`config.mk`:
```
export PLATFORM = sky130hd
export DESIGN_NAME = alu_mc
export DESIGN_NICKNAME = d
export VERILOG_FILES = /design/src/rtl/alu_pkg.sv /design/src/rtl/alu_mc_mul.sv /design/src/rtl/alu_mc.sv
export SDC_FILE = /design/constraint.sdc
export NUM_CORES = 1
export LEC_CHECK = 0
export CAP_MARGIN = 20
export CORE_MARGIN = 2
export CORE_UTILIZATION = 55
export CTS_BUF_LIST = sky130_fd_sc_hd__clkbuf_8
export CTS_CLUSTER_DIAMETER = 150
export DETAILED_ROUTE_END_ITERATION = 12
export MAX_ROUTING_LAYER = met4
export PLACE_DENSITY = 0.86
export SLEW_MARGIN = 30
export SYNTH_ARGS = -nofsm -noshare
export SYNTH_HDL_FRONTEND = slang
export SYNTH_SLANG_ARGS = --single-unit
```
`constraint.sdc`:
```
create_clock -name clk -period 4.05 [get_ports clk]
set_input_delay 0.81 -clock clk [delete_from_list [all_inputs] [get_ports clk]]
set_output_delay 0.81 -clock clk [all_outputs]
set_load 0.005 [all_outputs]
```
`src/rtl/alu_pkg.sv`:
```
// alu_pkg: shared definitions for the multi-cycle ALU.
//   - opcode constants (5-bit encoding, 0 is never a valid op)
//   - FSM state encoding for alu_mc
//   - is_branch() helper used to qualify the registered branch decision
package alu_pkg;

  typedef logic [4:0] opcode_t;

  localparam opcode_t OP_ADD   = 5'd1;
  localparam opcode_t OP_SUB   = 5'd2;
  localparam opcode_t OP_AND   = 5'd3;
  localparam opcode_t OP_OR    = 5'd4;
  localparam opcode_t OP_XOR   = 5'd5;
  localparam opcode_t OP_SL    = 5'd6;
  localparam opcode_t OP_SR    = 5'd7;
  localparam opcode_t OP_ADDI  = 5'd8;
  localparam opcode_t OP_ANDI  = 5'd9;
  localparam opcode_t OP_ORI   = 5'd10;
  localparam opcode_t OP_XORI  = 5'd11;
  localparam opcode_t OP_SLI   = 5'd12;
  localparam opcode_t OP_SRI   = 5'd13;
  localparam opcode_t OP_LOAD  = 5'd14;
  localparam opcode_t OP_STORE = 5'd15;
  localparam opcode_t OP_BEQ   = 5'd16;
  localparam opcode_t OP_BGT   = 5'd17;
  localparam opcode_t OP_BGE   = 5'd18;
  localparam opcode_t OP_BLT   = 5'd19;
  localparam opcode_t OP_JALR  = 5'd20;
  localparam opcode_t OP_MUL   = 5'd21;
  localparam opcode_t OP_SRA   = 5'd22;
  localparam opcode_t OP_BGTU  = 5'd23;
  localparam opcode_t OP_BLTU  = 5'd24;

  typedef enum logic [1:0] {
    IDLE = 2'd0,
    MUL  = 2'd1,
    DONE = 2'd2
  } state_t;

  function automatic logic is_branch(input opcode_t op);
    logic br;
    case (op)
      OP_BEQ, OP_BGT, OP_BGE, OP_BLT, OP_BGTU, OP_BLTU: br = 1'b1;
      default:                                          br = 1'b0;
    endcase
    return br;
  endfunction

endpackage

```
`src/rtl/alu_mc_mul.sv`:
```
// alu_mul_iter: iterative shift-add multiplier, low WIDTH bits of a*b.
// The first partial product is folded into the load cycle, so the
// product is complete WIDTH-1 clocks after the start edge (WIDTH
// partial products in total) and done stays high until the next start.
// Ports:
//   clk, rst_n  clock, asynchronous active-low reset
//   start       load operands (one-cycle pulse at acceptance)
//   a, b        multiplicand / multiplier, sampled on start
//   done        product holds the finished result
//   product     low WIDTH bits of a*b
module alu_mul_iter
  import alu_pkg::*;
#(
  parameter int WIDTH = 16
) (
  input  logic             clk,
  input  logic             rst_n,
  input  logic             start,
  input  logic [WIDTH-1:0] a,
  input  logic [WIDTH-1:0] b,
  output logic             done,
  output logic [WIDTH-1:0] product
);

  localparam int CW = $clog2(WIDTH + 1);

  logic [WIDTH-1:0] mcand_q;
  logic [WIDTH-1:0] mplier_q;
  logic [WIDTH-1:0] acc_q;
  logic [CW-1:0]    cnt_q;

  // Operand load with first partial product, then one partial product per clock.
  always_ff @(posedge clk or negedge rst_n) begin
    if (!rst_n) begin
      mcand_q  <= '0;
      mplier_q <= '0;
      acc_q    <= '0;
      cnt_q    <= '0;
    end else if (start) begin
      mcand_q  <= a << 1;
      mplier_q <= b >> 1;
      acc_q    <= b[0] ? a : '0;
      cnt_q    <= CW'(1);
    end else if (cnt_q != CW'(WIDTH)) begin
      mcand_q  <= mcand_q << 1;
      mplier_q <= mplier_q >> 1;
      acc_q    <= mplier_q[0] ? (acc_q + mcand_q) : acc_q;
      cnt_q    <= cnt_q + CW'(1);
    end else begin
      mcand_q  <= mcand_q;
      mplier_q <= mplier_q;
      acc_q    <= acc_q;
      cnt_q    <= cnt_q;
    end
  end

  assign done    = (cnt_q == CW'(WIDTH));
  assign product = acc_q;

endmodule

```
`src/rtl/alu_mc.sv`:
```
// alu_mc: multi-cycle execute-stage ALU with valid/ready on both sides.
// Single-cycle ops complete the cycle after acceptance; MUL (when the
// ALU_MUL_EN macro is defined) spends WIDTH busy cycles in the iterative
// multiplier. Without ALU_MUL_EN, MUL decodes as illegal and busy is 0.
// Ports:
//   clk, rst_n          clock, asynchronous active-low reset
//   in_valid/in_ready   request handshake (op, a, b sampled on acceptance)
//   out_valid/out_ready result handshake; outputs held while not taken
//   result, branch_taken, zero, illegal  registered results
//   busy                multiply in progress
module alu_mc
  import alu_pkg::*;
#(
  parameter int WIDTH = 16,
  parameter int OPW   = 5,
  parameter int SHW   = $clog2(WIDTH)
) (
  input  logic             clk,
  input  logic             rst_n,
  input  logic             in_valid,
  output logic             in_ready,
  input  logic [OPW-1:0]   op,
  input  logic [WIDTH-1:0] a,
  input  logic [WIDTH-1:0] b,
  output logic             out_valid,
  input  logic             out_ready,
  output logic [WIDTH-1:0] result,
  output logic             branch_taken,
  output logic             zero,
  output logic             illegal,
  output logic             busy
);

  state_t           state_q, state_d;
  logic [WIDTH-1:0] result_q, result_d;
  logic             branch_q, branch_d;
  logic             zero_q, zero_d;
  logic             illegal_q, illegal_d;

  opcode_t          op_lo_s;
  logic             op_hi_ok_s;
  logic [SHW-1:0]   shamt_s;
  logic             shift_ovf_s;
  logic [WIDTH-1:0] sum_s;
  logic [WIDTH-1:0] alu_res_s;
  logic             alu_ill_s;
  logic             cmp_s;
  logic             alu_br_s;
  logic             accept_s;
  logic             go_mul_s;
  logic             mul_done_s;
  logic [WIDTH-1:0] mul_product_s;

  // Opcode bits above the 5-bit encoding must be zero for a legal op.
  assign op_lo_s     = op[4:0];
  assign op_hi_ok_s  = ((op >> 5) == '0);
  assign shamt_s     = b[SHW-1:0];
  assign shift_ovf_s = (b >= WIDTH'(WIDTH));
  assign sum_s       = a + b;

  // Single-cycle datapath: result, compare outcome and illegal decode.
  always_comb begin
    alu_res_s = '0;
    alu_ill_s = 1'b0;
    cmp_s     = 1'b0;
    if (!op_hi_ok_s) begin
      alu_ill_s = 1'b1;
    end else begin
      case (op_lo_s)
        OP_ADD, OP_ADDI, OP_LOAD, OP_STORE: alu_res_s = sum_s;
        OP_SUB:           alu_res_s = a - b;
        OP_AND, OP_ANDI:  alu_res_s = a & b;
        OP_OR,  OP_ORI:   alu_res_s = a | b;
        OP_XOR, OP_XORI:  alu_res_s = a ^ b;
        OP_SL,  OP_SLI:   alu_res_s = shift_ovf_s ? '0 : (a << shamt_s);
        OP_SR,  OP_SRI:   alu_res_s = shift_ovf_s ? '0 : (a >> shamt_s);
        OP_SRA:           alu_res_s = shift_ovf_s ? {WIDTH{a[WIDTH-1]}}
                                                  : $unsigned($signed(a) >>> shamt_s);
        OP_JALR:          alu_res_s = {sum_s[WIDTH-1:1], 1'b0};
        OP_BEQ:           cmp_s = (a == b);
        OP_BGT:           cmp_s = ($signed(a) >  $signed(b));
        OP_BGE:           cmp_s = ($signed(a) >= $signed(b));
        OP_BLT:           cmp_s = ($signed(a) <  $signed(b));
        OP_BGTU:          cmp_s = (a > b);
        OP_BLTU:          cmp_s = (a < b);
`ifdef ALU_MUL_EN
        OP_MUL:           alu_res_s = '0;
`endif
        default:          alu_ill_s = 1'b1;
      endcase
    end
  end

  assign alu_br_s = op_hi_ok_s & is_branch(op_lo_s) & cmp_s;

  assign in_ready  = (state_q == IDLE) | ((state_q == DONE) & out_ready);
  assign accept_s  = in_valid & in_ready;
  assign out_valid = (state_q == DONE);

`ifdef ALU_MUL_EN
  assign go_mul_s = op_hi_ok_s & (op_lo_s == OP_MUL);
  assign busy     = (state_q == MUL);

  alu_mul_iter #(.WIDTH(WIDTH)) u_mul (
    .clk     (clk),
    .rst_n   (rst_n),
    .start   (accept_s & go_mul_s),
    .a       (a),
    .b       (b),
    .done    (mul_done_s),
    .product (mul_product_s)
  );
`else
  assign go_mul_s      = 1'b0;
  assign busy          = 1'b0;
  assign mul_done_s    = 1'b0;
  assign mul_product_s = '0;
`endif

  // Next-state and result-register load; outputs hold unless a result lands.
  always_comb begin
    state_d   = state_q;
    result_d  = result_q;
    branch_d  = branch_q;
    zero_d    = zero_q;
    illegal_d = illegal_q;
    case (state_q)
      IDLE, DONE: begin
        if (accept_s && go_mul_s) begin
          state_d = MUL;
        end else if (accept_s) begin
          state_d   = DONE;
          result_d  = alu_res_s;
          branch_d  = alu_br_s;
          illegal_d = alu_ill_s;
          zero_d    = (alu_res_s == '0);
        end else if ((state_q == DONE) && out_ready) begin
          state_d = IDLE;
        end else begin
          state_d = state_q;
        end
      end
      MUL: begin
        if (mul_done_s) begin
          state_d   = DONE;
          result_d  = mul_product_s;
          branch_d  = 1'b0;
          illegal_d = 1'b0;
          zero_d    = (mul_product_s == '0);
        end else begin
          state_d = MUL;
        end
      end
      default: state_d = IDLE;
    endcase
  end

  // State and result registers.
  always_ff @(posedge clk or negedge rst_n) begin
    if (!rst_n) begin
      state_q   <= IDLE;
      result_q  <= '0;
      branch_q  <= 1'b0;
      zero_q    <= 1'b1;
      illegal_q <= 1'b0;
    end else begin
      state_q   <= state_d;
      result_q  <= result_d;
      branch_q  <= branch_d;
      zero_q    <= zero_d;
      illegal_q <= illegal_d;
    end
  end

  assign result       = result_q;
  assign branch_taken = branch_q;
  assign zero         = zero_q;
  assign illegal      = illegal_q;

endmodule

```
=== Word level (Yosys, flattened, before mapping) ===
Index checks and enable logic that the tools add are counted.

* Add/sub/neg operators: 2
* Order comparisons: 6
* Equal/unequal tests: 27
* Shifts and indexed selects: 3
* Mux-type cells: 10
* Bitwise operators: 7
* Reduce and logical (&&, ||, !) cells: 13

{| class="wikitable"
|+ Operators with widths
! kind !! count
|-
| one-hot mux 16 bit (9 select lines) || 1
|-
| two-way mux 16 bit || 3
|-
| == test 5 x 4 -> 1 bit (second input constant) || 8
|-
| == test 5 bit (second input constant) || 8
|-
| greater-than comparator 16 bit || 2
|-
| < comparator 16 bit || 2
|-
| OR reduction 23 bit || 1
|-
| == test 5 x 3 -> 1 bit (second input constant) || 4
|-
| adder 16 bit || 1
|-
| bitwise AND 16 bit || 1
|-
| == test 16 bit || 1
|-
| greater-or-equal comparator 16 bit || 1
|-
| greater-or-equal comparator 16 x 5 -> 1 bit (second input constant) || 1
|-
| zero test 16 bit || 1
|-
| OR 16 bit || 1
|-
| left shift 16 x 4 -> 16 bit || 1
|-
| >> shifter 16 x 4 -> 16 bit || 1
|-
| >>> shifter 16 x 4 -> 16 bit || 1
|-
| subtractor 16 bit || 1
|-
| bitwise XOR 16 bit || 1
|-
| OR reduction 2 bit || 6
|-
| == test 5 x 2 -> 1 bit (second input constant) || 2
|-
| one-hot mux 1 bit (6 select lines) || 1
|-
| OR reduction 6 bit || 1
|-
| 13 further kinds || 17
|}

* Register bits: 21
* Input bits: 41
* Logic and storage cells: 73

=== Longest topological paths before layout ===
Gate-level depths: netlist (run 1).

* Depth in word-level cells: 6
* Gate-level depth with buffers: 15
* Gate-level depth less buffers: 12

=== Worst setup path before layout (run 1) ===
Ideal clock, no wire load.

* Path type: input to register
* From: input b[2]
* To: register zero_q, in the netlist zero
* Setup time: 0.063 ns
* Arrival time: 3.773 ns
* Data required time: 3.987 ns
* Setup slack: 0.215 ns
* Stages on the path: 15
* Cells stage by stage: buf_2 > buf_2 > inv_1 > buf_2 > ha_1 > buf_6 > nor2b_4 > o31a_1 > o311a_4 > o41a_1 > a221o_1 > a21oi_2 > nand4_1 > nor3_2 > a32o_1

* Word-level cells in the longest chain between the ends: 4
* Elaborated cells between the ends (all ways): 14

{| class="wikitable"
|+ RTL lines
! element !! line !! text
|-
| from (decl) || alu_mc.sv:24 || <nowiki>input logic [WIDTH-1:0] b,</nowiki>
|-
| greater-or-equal comparator 16 x 5 -> 1 bit, or another cell as far along || alu_mc.sv:58 || <nowiki>assign shift_ovf_s = (b >= WIDTH'(WIDTH));</nowiki>
|-
| two-way mux 16 bit, on equally long branches || alu_mc.sv:77, alu_mc.sv:75, alu_mc.sv:76 ||
|-
| one-hot mux 16 bit (9 select lines) * || alu_mc.sv:69 || <nowiki>case (op_lo_s)</nowiki>
|-
| zero test 16 bit * || alu_mc.sv:136 || <nowiki>zero_d = (alu_res_s == '0);</nowiki>
|-
| to (signal assigned) || alu_mc.sv:170 || <nowiki>zero_q <= zero_d;</nowiki>
|-
| to (decl) || alu_mc.sv:37 || <nowiki>logic zero_q, zero_d;</nowiki>
|}

Every way passes the cells marked *; elsewhere a longest branch is shown, timed or not.
A chain may end at the register's enable or synchronous reset.

=== Final worst setup path (run 1) ===
* From: input b[4]
* To: register branch_q, in the netlist branch_taken

* Word-level cells in the longest chain between the ends: 3
* Elaborated cells between the ends (all ways): 8

{| class="wikitable"
|+ RTL lines
! element !! line !! text
|-
| < comparator 16 bit, or another cell as far along || alu_mc.sv:85 || <nowiki>OP_BLTU: cmp_s = (a < b);</nowiki>
|-
| one-hot mux 1 bit (6 select lines) * || alu_mc.sv:69 ||
|-
| bitwise AND 1 bit * || alu_mc.sv:94 || <nowiki>assign alu_br_s = op_hi_ok_s & is_branch(op_lo_s) & cmp_s;</nowiki>
|-
| to (signal assigned) || alu_mc.sv:169 || <nowiki>branch_q <= branch_d;</nowiki>
|-
| to (decl) || alu_mc.sv:36 || <nowiki>logic branch_q, branch_d;</nowiki>
|}

Marks and branches as above.

==> summary.md, run 1 <==
| Metric | Value |
|---|---|
| Status | finished clean |
| Area growth syn-to-layout | 19.7% |
| Unrepaired setup endpoints after global routing | yes |
| Yosys warnings | 0 |
| Share of layout cells above drive strength 1 | 0.194 |
| Number of global-route vias before repair | 6,181 |
| Register area | 527 sq um |
| Via Count | 6,381 |
| Post-synthesis average cell area | 7.81 sq um |
| First-pass GRT wire length | 33,300 microns |
| Initial drt markers | 572 |
| Fillers | 879 |
| Share of flip-flops with an asynchronous set or reset | 1.00 |
| Worst Tran Pin Value | 0.699 ns |
| Clock Pin Slew Worst Setup and Hold Paths | 0.07 ns |
| Mapped Nets | 808 |
| Crit. End Element | register |
| Gate power share | 0.671 |
| CP startpoint kind | input port |
| Hold Vio Cnt, Final | 0 |
| Critical Path Fanout Max | 10 |
| Ys flop type | dfrtp_1 |
| Finished Layout Cells | 931 |
| Number of flops mapped to enable cells by yosys | 0 |
| Final Cycle Share | 0.964 |
| GP Congestion | 1.10 |
| Die Span X | 105 microns |
| Worst setup path category | input port to register |
| F_max | 256 MHz |
| Die ar. | 11,000 sq um |
| VDD IR max | 0.153 mV |
| CTS tree | done |
| Skew final | 0.00127 ns |
| Core ar. | 9820 sq um |
| Via density | 6.85 |
| # hold bufs at CTS | 0 |
| Routed wire per std cell | 22.5 microns |
| Initial core utilization | 0.569 |
| Final setup viols | 0 |
| # port buffers | 61 |
| Worst R2R Setup Slack | 1.55 ns |
| I/O pin cnt | 63 |
| Area of the multi-input gates | 4510 sq um |
| Max_slew headroom | 0.530 |
| Crit path from | b[4] |
| Mapped Cells | 715 |
| Post-route design area | 6690 sq um |
| CTS H-tree lvls | 1 |
| Clk buf depth | 2 |
| # DRC | 0 |
| Initial antenna violation count | 1 |
| Net count, final | 891 |
| Slew Limit Fails | 0 |
| Worst reg2reg startpoint | state_q[1] |
| WP data required | 4.19 ns |
| Root cell of the clock tree | clkbuf_8 |
| Register area share after synthesis | 0.0943 |
| Sink Count | 21 |
| Register bit count reported by yosys | 21 |
| Clock Power Share | 0.112 |
| Post-DP HPWL | 16,800 microns |
| Switching pwr | 0.000524 W |
| Synth cell types | 95 |
| Power Dens Cells | 180 nW/um^2 |
| # rows | 36 |
| Min-Delay Path Class | register to register |
| Minimum clock period after layout | 3.90 ns |
| Overflow after GRT | 0 |
| Clock Latency Late Sink | 0.27 ns |
| Antenna Nets Post-Route | 0 |
| Largest net degree at the start of global routing | 41 |
| Iteration count of the initial detailed-routing pass | 5 |
| Internal power | 0.000682 W |
| FF-to-FF End | zero |
| DP Area | 6640 sq um |
| Syn Std Cell Area | 5590 sq um |
| Static Leak | 2.81 nW |
| Die Ht | 105 microns |
| Detailed Route WL | 20,900 microns |
| Total Routing Usage GR | 0.389 |
| Total CTS buffers | 3 |
| Reg power frac | 0.216 |
| CP endpoint | branch_taken |
| Switching Share | 0.434 |
| Worst R2R Path Depth | 9 |
| Max Cap Viol | 0 |
| CP arrival | 4.05 ns |
| # placed instances | 926 |
sequential cells by signal (all words and copies together) (netlist names):
signal / flops
branch_taken: 1
illegal: 1
result: 16
state_q: 2
zero: 1
critical path: stages:
cell and delay (ns):
clkdlybuf4s50_1 0.55, inv_1 0.09, ha_1 0.46, nor2_1 0.07, a221oi_1 0.36, a211oi_1 0.12, buf_4 0.16, o41ai_2 0.48
o21bai_1 0.20, a21oi_1 0.30, o32ai_1 0.14, a2bb2oi_1 0.19, o211ai_1 0.10
layout make-up:
cell class,count,share of cell area
multi-input combinational,579,0.675
clock buffer,3,0.00618
inverter,52,0.0299
antenna,1,0.000374
timing repair buffer,141,0.185
sequential,21,0.0788
clock inverter,1,0.000561
tap,133,0.0249
kinds of logic after synthesis:
family	share of synthesized area
multiplexers	0.170
buffers and inverters	0.0999
XOR/XNOR	0.00762
AO/OA/AOI/OAI	0.304
flip-flops	0.0943
adder cells (fa/ha/maj)	0.119
AND/OR/NAND/NOR	0.205
other	0.000671
per-layer routing:
metal  wire length, microns  global-route usage  part of all wire  vias up
li1                       -                   -                 -     2884
met1                   8070               0.493              0.39     3010
met2                   9680               0.625              0.46      407
met3                   2150              0.0499              0.10       80
met4                   1020               0.166             0.049        0
met5                      0                   -                 0        -
layout by cell type (no fill, tap or decap), drive strengths merged, types with 20 or more instances in the layout:
| master | Yosys | routed |
|---|---|---|
| a21oi | 43 | 43 |
| buf | 38 | 83 |
| clkdlybuf4s50 | 0 | 58 |
| dfrtp | 20 | 20 |
| ha | 50 | 50 |
| inv | 50 | 51 |
| mux2i | 25 | 25 |
| mux4 | 23 | 23 |
| nand2 | 53 | 53 |
| nor2 | 61 | 61 |
| nor3 | 28 | 28 |
| o21ai | 48 | 48 |
power groups by stage:
stage               Combinational [W]  Clock [W]  Sequential (W)
floorplan                    0.000472          0        0.000267
global placement             0.000772          0        0.000263
detailed placement           0.000788          0        0.000264
CTS                          0.000792   0.000138        0.000261
global route                 0.000865   0.000151        0.000265
finish                       0.000809   0.000136        0.000260
synth_stat cells (6+ instances only):
master    instances  area share
a31oi_1           8      0.0090
buf_4             6      0.0081
a21oi_1          42       0.038
buf_2            19       0.017
nand3_1          13       0.012
o21ai_0          43       0.039
mux2i_1          25       0.045
inv_1            47       0.032
or3_1             6      0.0067
nor2_1           61       0.041
nand2b_1          8      0.0090
ha_1             50        0.11
nand2_1          53       0.036
or4_1             6      0.0081
mux4_2           23       0.093
dfrtp_1          20       0.090
mux2_2           13       0.026
o211ai_1         16       0.022
a211oi_1         12       0.016
clkbuf_1         25       0.017
nor3_1           26       0.023
buf_6            10       0.020
nor2b_1          12       0.013
o21a_1            6      0.0081
a221oi_1         12       0.019
nor4_1            9       0.010
worst min-delay path by stage:
stage                 end  slack, ns       start  cells past startpoint
2_1_floorplan  state_q[0]       0.41  state_q[1]                      1
3_3_place_gp   state_q[0]       0.42  state_q[1]                      1
3_5_place_dp   state_q[0]       0.46  state_q[1]                      1
4_1_cts        state_q[0]       0.47  state_q[1]                      1
5_1_grt        state_q[0]       0.48  state_q[1]                      1
6_report       state_q[0]       0.46  state_q[1]                      1
what timing repair did:
item,CTS,global route
endpoints found under the setup margin,0,1
gates resized for setup,0,1
setup buffers,0,0
metrics by stage:
step / setup TNS, ns / setup slack [ns] / hold WS [ns] / utilization / power [W]
after floorplan: 0 / 0.215 / 0.409 / - / 0.000739
after global routing: -0.0104 / -0.0104 / 0.482 / 0.681 / 0.00128
after detailed placement: -0.125 / -0.125 / 0.460 / 0.676 / 0.00105
final: 0 / 0.145 / 0.463 / 0.681 / 0.00121
after CTS: 0 / 0.145 / 0.470 / 0.681 / 0.00119
after global placement: -0.0816 / -0.0816 / 0.421 / 0.676 / 0.00104
Note: power is estimated with default switching activity, not from simulation.
==> run 2, diff against run 1 <==
CORE_UTILIZATION = 27   (was 55)
PLACE_DENSITY = 0.52   (was 0.86)
clock period = 4.7 ns   (was 4.05 ns; I/O delays follow)
==> run 2 against run 1 <==
Against the previous run:
- area after synthesis did not move
- global-route usage down 19 points
- synthesized cell count did not move
- the run now fails in detailed routing (5_2_route)
==> summary.md, run 2 <==
| Metric | Value |
|---|---|
| Yosys warnings | 0 (unchanged) |
| Syn Std Cell Area | 5590 sq um (unchanged) |
| Root cell of the clock tree | clkbuf_8 (unchanged) |
| Mapped Cells | 715 (unchanged) |
| Clk buf depth | 2 (unchanged) |
| # rows | 52 (was 36) |
| # hold bufs at CTS | 0 (unchanged) |
| Post-DP HPWL | 16,600 microns (was 16,800 microns) |
| CTS H-tree lvls | 1 (unchanged) |
| Post-synthesis average cell area | 7.81 sq um (unchanged) |
| Number of flops mapped to enable cells by yosys | 0 (unchanged) |
| Sink Count | 21 (unchanged) |
| Synth cell types | 95 (unchanged) |
| Failing step | detailed routing (5_2_route) |
| I/O pin cnt | 63 (unchanged) |
| Tool error | [ERROR DRT-0255] Maze Route cannot find path of net clk in worker of routeBox ( 96600 0 ) ( 147830 48300 ). |
| # port buffers | 61 (unchanged) |
| DP Area | 6470 sq um (was 6640 sq um) |
| Overflow after GRT | 0 (unchanged) |
| Total Routing Usage GR | 0.195 (was 0.389) |
| Total CTS buffers | 3 (unchanged) |
| Share of flip-flops with an asynchronous set or reset | 1.00 (unchanged) |
| Register area share after synthesis | 0.0943 (unchanged) |
| Dominant cell type by area after synthesis | ha_1 (unchanged) |
| Initial antenna violation count | 0 (was 1) |
| Synth cell count leaders | nor2_1 (61), nand2_1 (53), ha_1 (50) (unchanged) |
| Number of global-route vias before repair | 5,462 (was 6,181) |
| Initial core utilization | 0.275 (was 0.569) |
| Die Ht | 148 microns (was 105 microns) |
| Ranking of synthesized cells by area | ha_1 (11%), mux4_2 (9.3%), dfrtp_1 (9.0%) (unchanged) |
| Ys flop type | dfrtp_1 (unchanged) |
| Register bit count reported by yosys | 21 (unchanged) |
| Status | stopped before the end (was finished clean) |
| Post_cts resized | 0 (unchanged) |
| First-pass GRT wire length | 32,900 microns (was 33,300 microns) |
| Mapped Nets | 808 (unchanged) |
| Largest net degree at the start of global routing | 52 (was 41) |
| Synth top area share | 0.112 (unchanged) |
| Die Span X | 148 microns (was 105 microns) |
| GP Congestion | 0.941 (was 1.10) |
| Post-CTS setup repair buffer count | 0 (unchanged) |
| Most frequent cell after synthesis | nor2_1 (unchanged) |
-- run 2: cell counts after synthesis --
No cell type changed its count.
-- run 2: logic make-up after synthesis --
group	Yosys count	synth area share
compound gates	232	0.304
xor+xnor	4	0.00762
fa+ha+maj	52	0.119
buf+inv	115	0.0999
flops	21	0.0943
mux	64	0.170
other cells	1	0.000671
simple gates	226	0.205
-- run 2: layer usage --
| layer | global-route usage |
|---|---|
| met5 | - |
| met4 | 0.0405 |
| met3 | 0.0265 |
| met2 | 0.274 |
| met1 | 0.295 |
-- run 2: stage by stage --
step	instances	worst slack [ns]	hold slack (ns)
2_1_floorplan	715	0.735	0.409
3_3_place_gp	1024	0.320	0.430
3_5_place_dp	1024	0.330	0.436
4_1_cts	1028	0.602	0.447
5_1_grt	1028	0.367	0.472
==> run 3, diff against run 2 <==
CORE_UTILIZATION = 20   (was 27)
CTS_BUF_LIST = unset   (was sky130_fd_sc_hd__clkbuf_8)
CTS_CLUSTER_DIAMETER = unset   (was 150)
MAX_ROUTING_LAYER = unset   (was met4)
PLACE_DENSITY = unset   (was 0.52)
PLACE_DENSITY_LB_ADDON = 0.15   (was unset)
==> run 3 against run 2 <==
Against the previous run:
- global-route usage down 2.9 points
- the run now ends clean
==> summary.md, run 3 (synthesized netlist as in run 1, its figures left out) <==
| Metric | Value |
|---|---|
| Post-route design area | 6780 sq um |
| Post-CTS setup repair buffer count | 0 (unchanged) |
| Total power | 0.00109 W |
| CTS tree | done |
| Hold path depth | 1 |
| Max Cap Viol | 0 |
| Minimum clock period after layout | 4.17 ns |
| Net count, final | 861 |
| Power Dens Cells | 160 nW/um^2 |
| I/O pin cnt | 63 (unchanged) |
| Unrepaired setup endpoints after global routing | no |
| Share of layout cells above drive strength 1 | 0.163 |
| Most frequent cells in the layout | nor2_1 (61), clkdlybuf4s50_1 (57), nand2_1 (53) |
| First-pass GRT wire length | 37,300 microns (was 32,900 microns) |
| Hold Vio Cnt, Final | 0 |
| Total Routing Usage GR | 0.166 (was 0.195) |
| Min-delay src | state_q[1] |
| Static Leak | 2.67 nW |
| Crit. End Element | register |
| Clk buf depth | 2 (unchanged) |
| Min-Delay Path Class | register to register |
| F_max | 240 MHz |
| Worst Tran Pin Value | 0.666 ns |
| Initial drt markers | 548 |
| Largest net degree at the start of global routing | 52 (unchanged) |
| Post-DP HPWL | 19,500 microns (was 16,600 microns) |
| Critical Path Fanout Max | 9 |
| Fillers | 3,120 |
| Status | finished clean (was stopped before the end) |
| Detailed Route WL | 24,300 microns |
| Initial core utilization | 0.202 (was 0.275) |
| Iteration count of the initial detailed-routing pass | 5 |
| CP most frequent cell | inv_1 |
| Overflow after GRT | 0 (unchanged) |
| Skew final | 0.00122 ns |
| Final Cycle Share | 0.886 |
| Root cell of the clock tree | clkbuf_16 (was clkbuf_8) |
| Die Ht | 171 microns (was 148 microns) |
| Largest delay share family, worst path | compound AO/OA/AOI/OAI gates |
| # placed instances | 1,141 (was 1,024) |
| Area growth syn-to-layout | 21.3% |
| CP startpoint kind | input port |
| # DRC | 0 |
| Fin Setup TNS | 0 ns |
| # port buffers | 61 (unchanged) |
| WP data required | 4.89 ns |
| GP Congestion | 0.901 (was 0.941) |
| Slowest cell on the critical path | a2111oi_1 |
| Hold EP | state_q[0] |
| Final setup viols | 0 |
| CP arrival | 4.36 ns |
| Most common cell after layout, fill and taps aside | nor2_1 |
| Max_slew headroom | 0.544 |
| Antenna Cells | 0 |
| Via Count | 5,856 |
| # hold bufs at CTS | 0 (unchanged) |
| Initial antenna violation count | 1 (was 0) |
| Finished Core Util | 0.245 |
| Critical path, cell by cell | clkdlybuf4s50_1 -> inv_1 -> ha_1 -> inv_1 -> o221ai_1 -> a21oi_1 -> nor3_1 -> or3_1 -> a2111oi_1 -> buf_4 -> nand4_1 -> nor3_2 -> a32o_1 |
| Clock Latency Late Sink | 0.25 ns |
| DP Area | 6700 sq um (was 6470 sq um) |
| Worst R2R Setup Slack | 2.02 ns |
| Total CTS buffers | 3 (unchanged) |
| Core ar. | 27,600 sq um |
| Slew Limit Fails | 0 |
| # rows | 61 (was 52) |
| Number of global-route vias before repair | 5,813 (was 5,462) |
| FF-to-FF End | zero |
| Buf/Inv on CP | 4 |
| Die ar. | 29,300 sq um |
| Clock Pin Slew Worst Setup and Hold Paths | 0.06 ns |
| Worst setup path category | input port to register |
| Max reg flops | 16 |
| Worst R2R Path Depth | 10 |
| Worst reg2reg startpoint | state_q[1] |
| Via density | 5.11 |
| Antenna Nets Post-Route | 0 |
| Finished Layout Cells | 1,145 |
| Die Span X | 171 microns (was 148 microns) |
| VDD IR max | 0.112 mV |
| CTS H-tree lvls | 1 (unchanged) |
| Post_cts resized | 0 (unchanged) |
| Sink Count | 21 (unchanged) |
| Largest stage delay on the critical path | 0.62 ns |
| Routed wire per std cell | 21.2 microns |
==> run 3: area by class of cell <==
class	instances	area [sq um]	share of cell area
multi-input combinational	579	4510	0.665
tap	378	473	0.0698
timing repair buffer	111	991	0.146
inverter	52	200	0.0295
sequential	21	527	0.0777
clock buffer	4	78.8	0.0116
==> run 3: worst max path at each step <==
stage                       to  start  cells after the start  slack, ns
final                     zero   a[2]                     13       0.53
after global routing      zero   a[2]                     13       0.15
after CTS                 zero   a[1]                     13       0.53
after detailed placement  zero   a[1]                     13       0.27
after global placement    zero   a[2]                     13       0.21
after floorplan           zero   b[2]                     15       0.73
==> run 3: worst reg2reg max path, stage by stage (launching register included) <==
cell,delay [ns]
dfrtp_1,0.38
nor2b_1,0.14
nor2_1,0.11
nand2_1,0.13
a211oi_1,0.34
o311ai_0,0.27
a2111oi_1,0.55
buf_4,0.22
nand4_1,0.13
nor3_2,0.18
a32o_1,0.18
==> run 3: metrics by stage <==
step / hold slack, ns / setup slack (ns)
floorplan: 0.409 / 0.735
global placement: 0.426 / 0.213
detailed placement: 0.440 / 0.274
CTS: 0.436 / 0.531
global route: 0.474 / 0.147
finish: 0.434 / 0.534
==> run 3: layer usage <==
metal | vias to the layer above | wire length, microns | global-route usage
met4 | 2 | 158 | 0.0181
met5 | - | 13 | 0
met3 | 10 | 1050 | 0.00786
met1 | 2874 | 12400 | 0.255
li1 | 2803 | - | -
met2 | 167 | 10700 | 0.263
==> run 3: where the power goes <==
part	switching [W]	leakage, nW	internal [W]
clock network	0.0000615	0.0382	0.000115
registers	0.0000147	0.266	0.000210
logic	0.000383	2.36	0.000302
==> run 4, diff against run 3 <==
CTS_CLUSTER_DIAMETER = 100   (was unset)
GPL_TIMING_DRIVEN = 0   (was unset)
TNS_END_PERCENT = 30   (was unset)
==> run 4 against run 3 <==
Against the previous run:
- non-clock buffer count is 10 higher
- setup slack worse by 0.35 ns
- routed wire length increased by 5.5%
- critical path depth grew 1
- clock skew about the same
- count of clock-buffer cells in the layout unchanged
- global-route usage rose by 0.63 points
- fmax shrank 7.7%
- core utilization is 0.13 points higher
- design area increased by 0.54%
- critical path type unchanged
- largest cell class unchanged
- largest power group unchanged
- highest routed layer is now met4
==> summary.md, run 4 (synthesized netlist as in run 1, its figures left out) <==
| Metric | Value |
|---|---|
| Routed wire per std cell | 22.2 microns (was 21.2 microns) |
| Slowest cell on the critical path | nor4_2 (was a2111oi_1) |
| VDD IR max | 0.173 mV (was 0.112 mV) |
| Largest delay share family, worst path | simple AND/OR/NAND/NOR gates (was compound AO/OA/AOI/OAI gates) |
| # DRC | 0 (unchanged) |
| Root cell of the clock tree | clkbuf_16 (unchanged) |
| Most frequent cells in the layout | nor2_1 (61), clkdlybuf4s50_1 (56), nand2_1 (53) (was nor2_1 (61), clkdlybuf4s50_1 (57), nand2_1 (53)) |
| Critical path, cell by cell | clkdlybuf4s50_1 -> buf_4 -> inv_1 -> buf_2 -> ha_1 -> or2_2 -> o221ai_1 -> nand4_1 -> a41o_1 -> mux2i_1 -> nor4_2 -> nand4_1 -> nor3_2 -> a32o_1 (was clkdlybuf4s50_1 -> inv_1 -> ha_1 -> inv_1 -> o221ai_1 -> a21oi_1 -> nor3_1 -> or3_1 -> a2111oi_1 -> buf_4 -> nand4_1 -> nor3_2 -> a32o_1) |
| Number of global-route vias before repair | 5,908 (was 5,813) |
| Worst setup path category | input port to register (unchanged) |
| Critical Path Fanout Max | 18 (was 9) |
| Skew final | 0.00107 ns (was 0.00122 ns) |
| Status | finished clean (unchanged) |
| Largest stage delay on the critical path | 0.49 ns (was 0.62 ns) |
| Power Dens Cells | 162 nW/um^2 (was 160 nW/um^2) |
| Largest net degree at the start of global routing | 22 (was 52) |
| Worst R2R Path Depth | 9 (was 10) |
| Net count, final | 871 (was 861) |
| # rows | 61 (unchanged) |
| Die Ht | 171 microns (unchanged) |
| Antenna Cells | 0 (unchanged) |
| Final Cycle Share | 0.961 (was 0.886) |
| Slew Limit Fails | 0 (unchanged) |
| Core ar. | 27,600 sq um (unchanged) |
| Antenna Nets Post-Route | 0 (unchanged) |
| Worst Tran Pin Value | 0.893 ns (was 0.666 ns) |
| Hold_ws | 0.439 ns (was 0.434 ns) |
| Final setup viols | 0 (unchanged) |
| CP most frequent cell | nand4_1 (was inv_1) |
| Total Routing Usage GR | 0.173 (was 0.166) |
| Initial antenna violation count | 0 (was 1) |
| Max_slew headroom | 0.397 (was 0.544) |
| Minimum clock period after layout | 4.51 ns (was 4.17 ns) |
| Final worst slack | 0.186 ns (was 0.534 ns) |
| Sink Count | 21 (unchanged) |
| Initial core utilization | 0.202 (unchanged) |
| WP data required | 4.89 ns (about the same) |
| Worst R2R Setup Slack | 2.19 ns (was 2.02 ns) |
| # port buffers | 58 (was 61) |
| Min-Delay Path Class | register to register (unchanged) |
| Hold path depth | 1 (unchanged) |
| Placement Setup Slack | -0.894 ns (was 0.274 ns) |
| Max Cap Viol | 0 (unchanged) |
| Via Count | 6,039 (was 5,856) |
| Critical Path Stages | 14 (was 13) |
| Die ar. | 29,300 sq um (unchanged) |
| Clk buf depth | 2 (unchanged) |
| CTS tree | done (unchanged) |
| Detailed Route WL | 25,700 microns (was 24,300 microns) |
| Share of layout cells above drive strength 1 | 0.154 (was 0.163) |
| Die Span X | 171 microns (unchanged) |
| Total CTS buffers | 3 (unchanged) |
| Clock Pin Slew Worst Setup and Hold Paths | 0.06 ns (about the same) |
| Total power | 0.00110 W (was 0.00109 W) |
| Iteration count of the initial detailed-routing pass | 5 (unchanged) |
| GP Congestion | 0.943 (was 0.901) |
| First-pass GRT wire length | 38,500 microns (was 37,300 microns) |
| CP startpoint kind | input port (unchanged) |
| Max reg flops | 16 (unchanged) |
| Buf/Inv on CP | 4 (unchanged) |
| Crit. End Element | register (unchanged) |
| Initial drt markers | 478 (was 548) |
| Clock Latency Late Sink | 0.25 ns (about the same) |
| Hold Vio Cnt, Final | 0 (unchanged) |
| Most common cell after layout, fill and taps aside | nor2_1 (unchanged) |
| Overflow after GRT | 0 (unchanged) |
| Unrepaired setup endpoints after global routing | no (unchanged) |
| Static Leak | 2.64 nW (was 2.67 nW) |
| CTS H-tree lvls | 1 (unchanged) |
| Area growth syn-to-layout | 22.0% (was 21.3%) |
| Finished Core Util | 0.247 (was 0.245) |
| CP arrival | 4.71 ns (was 4.36 ns) |
| F_max | 222 MHz (was 240 MHz) |
| Post-DP HPWL | 20,600 microns (was 19,500 microns) |
| Fin Setup TNS | 0 ns (unchanged) |
| Via density | 5.23 (was 5.11) |
| I/O pin cnt | 63 (unchanged) |
-- run 4: changes by cell type in the layout (fill, tap and decap cells not counted), sizes merged --
cell and delta:
buf -13, clkbuf +23, clkdlybuf4s50 -1, clkinvlp +1, dlymetal6s2s +1, inv -1
-- run 4: where the power goes --
part	total [W]	switching, W	internal, W	leakage, nW
clock	0.000178	0.0000625	0.000115	0.0382
combinational	0.000702	0.000402	0.000300	2.33
sequential	0.000225	0.0000147	0.000210	0.266
total	0.00110	0.000479	0.000625	2.64
-- run 4: metal layers --
metal | GRT usage | vias up | wire length, microns
li1 | - | 2826 | -
met1 | 0.252 | 2971 | 12400
met2 | 0.280 | 216 | 11600
met3 | 0.0106 | 26 | 1260
met4 | 0.0346 | 0 | 414
met5 | 0 | - | 0
-- run 4: area by class of cell --
class                      instances  area, sq um
buffer                            60          350
clock buffer                       4         78.8
fill                            3117        20800
inverter                          52          206
multi-input combinational        579         4580
sequential                        21          527
tap                              378          473
timing repair buffer              61          601
-- run 4: timing repair --
item                                    4_1_cts  5_1_grt
gates resized for setup                       8       15
setup buffers                                 0        3
hold buffers                                  0        0
gates cloned                                  0        0
pin swaps                                     0        1
endpoints found under the setup margin        8        4
-- run 4: worst paths after layout --
check                           startpoint         end
worst min-delay path            state_q[1]  state_q[0]
min in group asynchronous            rst_n   result[2]
max in group asynchronous            rst_n        zero
worst max-delay path                  b[2]        zero
worst min register to register  state_q[1]  state_q[0]
worst max register to register  state_q[1]        zero
-- run 4: worst register-to-register path, cell delays in order, from the launching register on --
cell	delay, ns
dfrtp_1	0.38
nor2b_1	0.14
nor2_1	0.12
nand2_1	0.19
a211oi_1	0.33
o311ai_0	0.33
a2111oi_4	0.38
nand4_1	0.21
nor3_2	0.19
a32o_1	0.18
-- run 4: per-stage QoR --
stage	area, sq um	instances
floorplan	5590	715
global placement	6640	1151
detailed placement	6640	1151
CTS	6760	1153
global route	6810	1155
finish	6810	1155
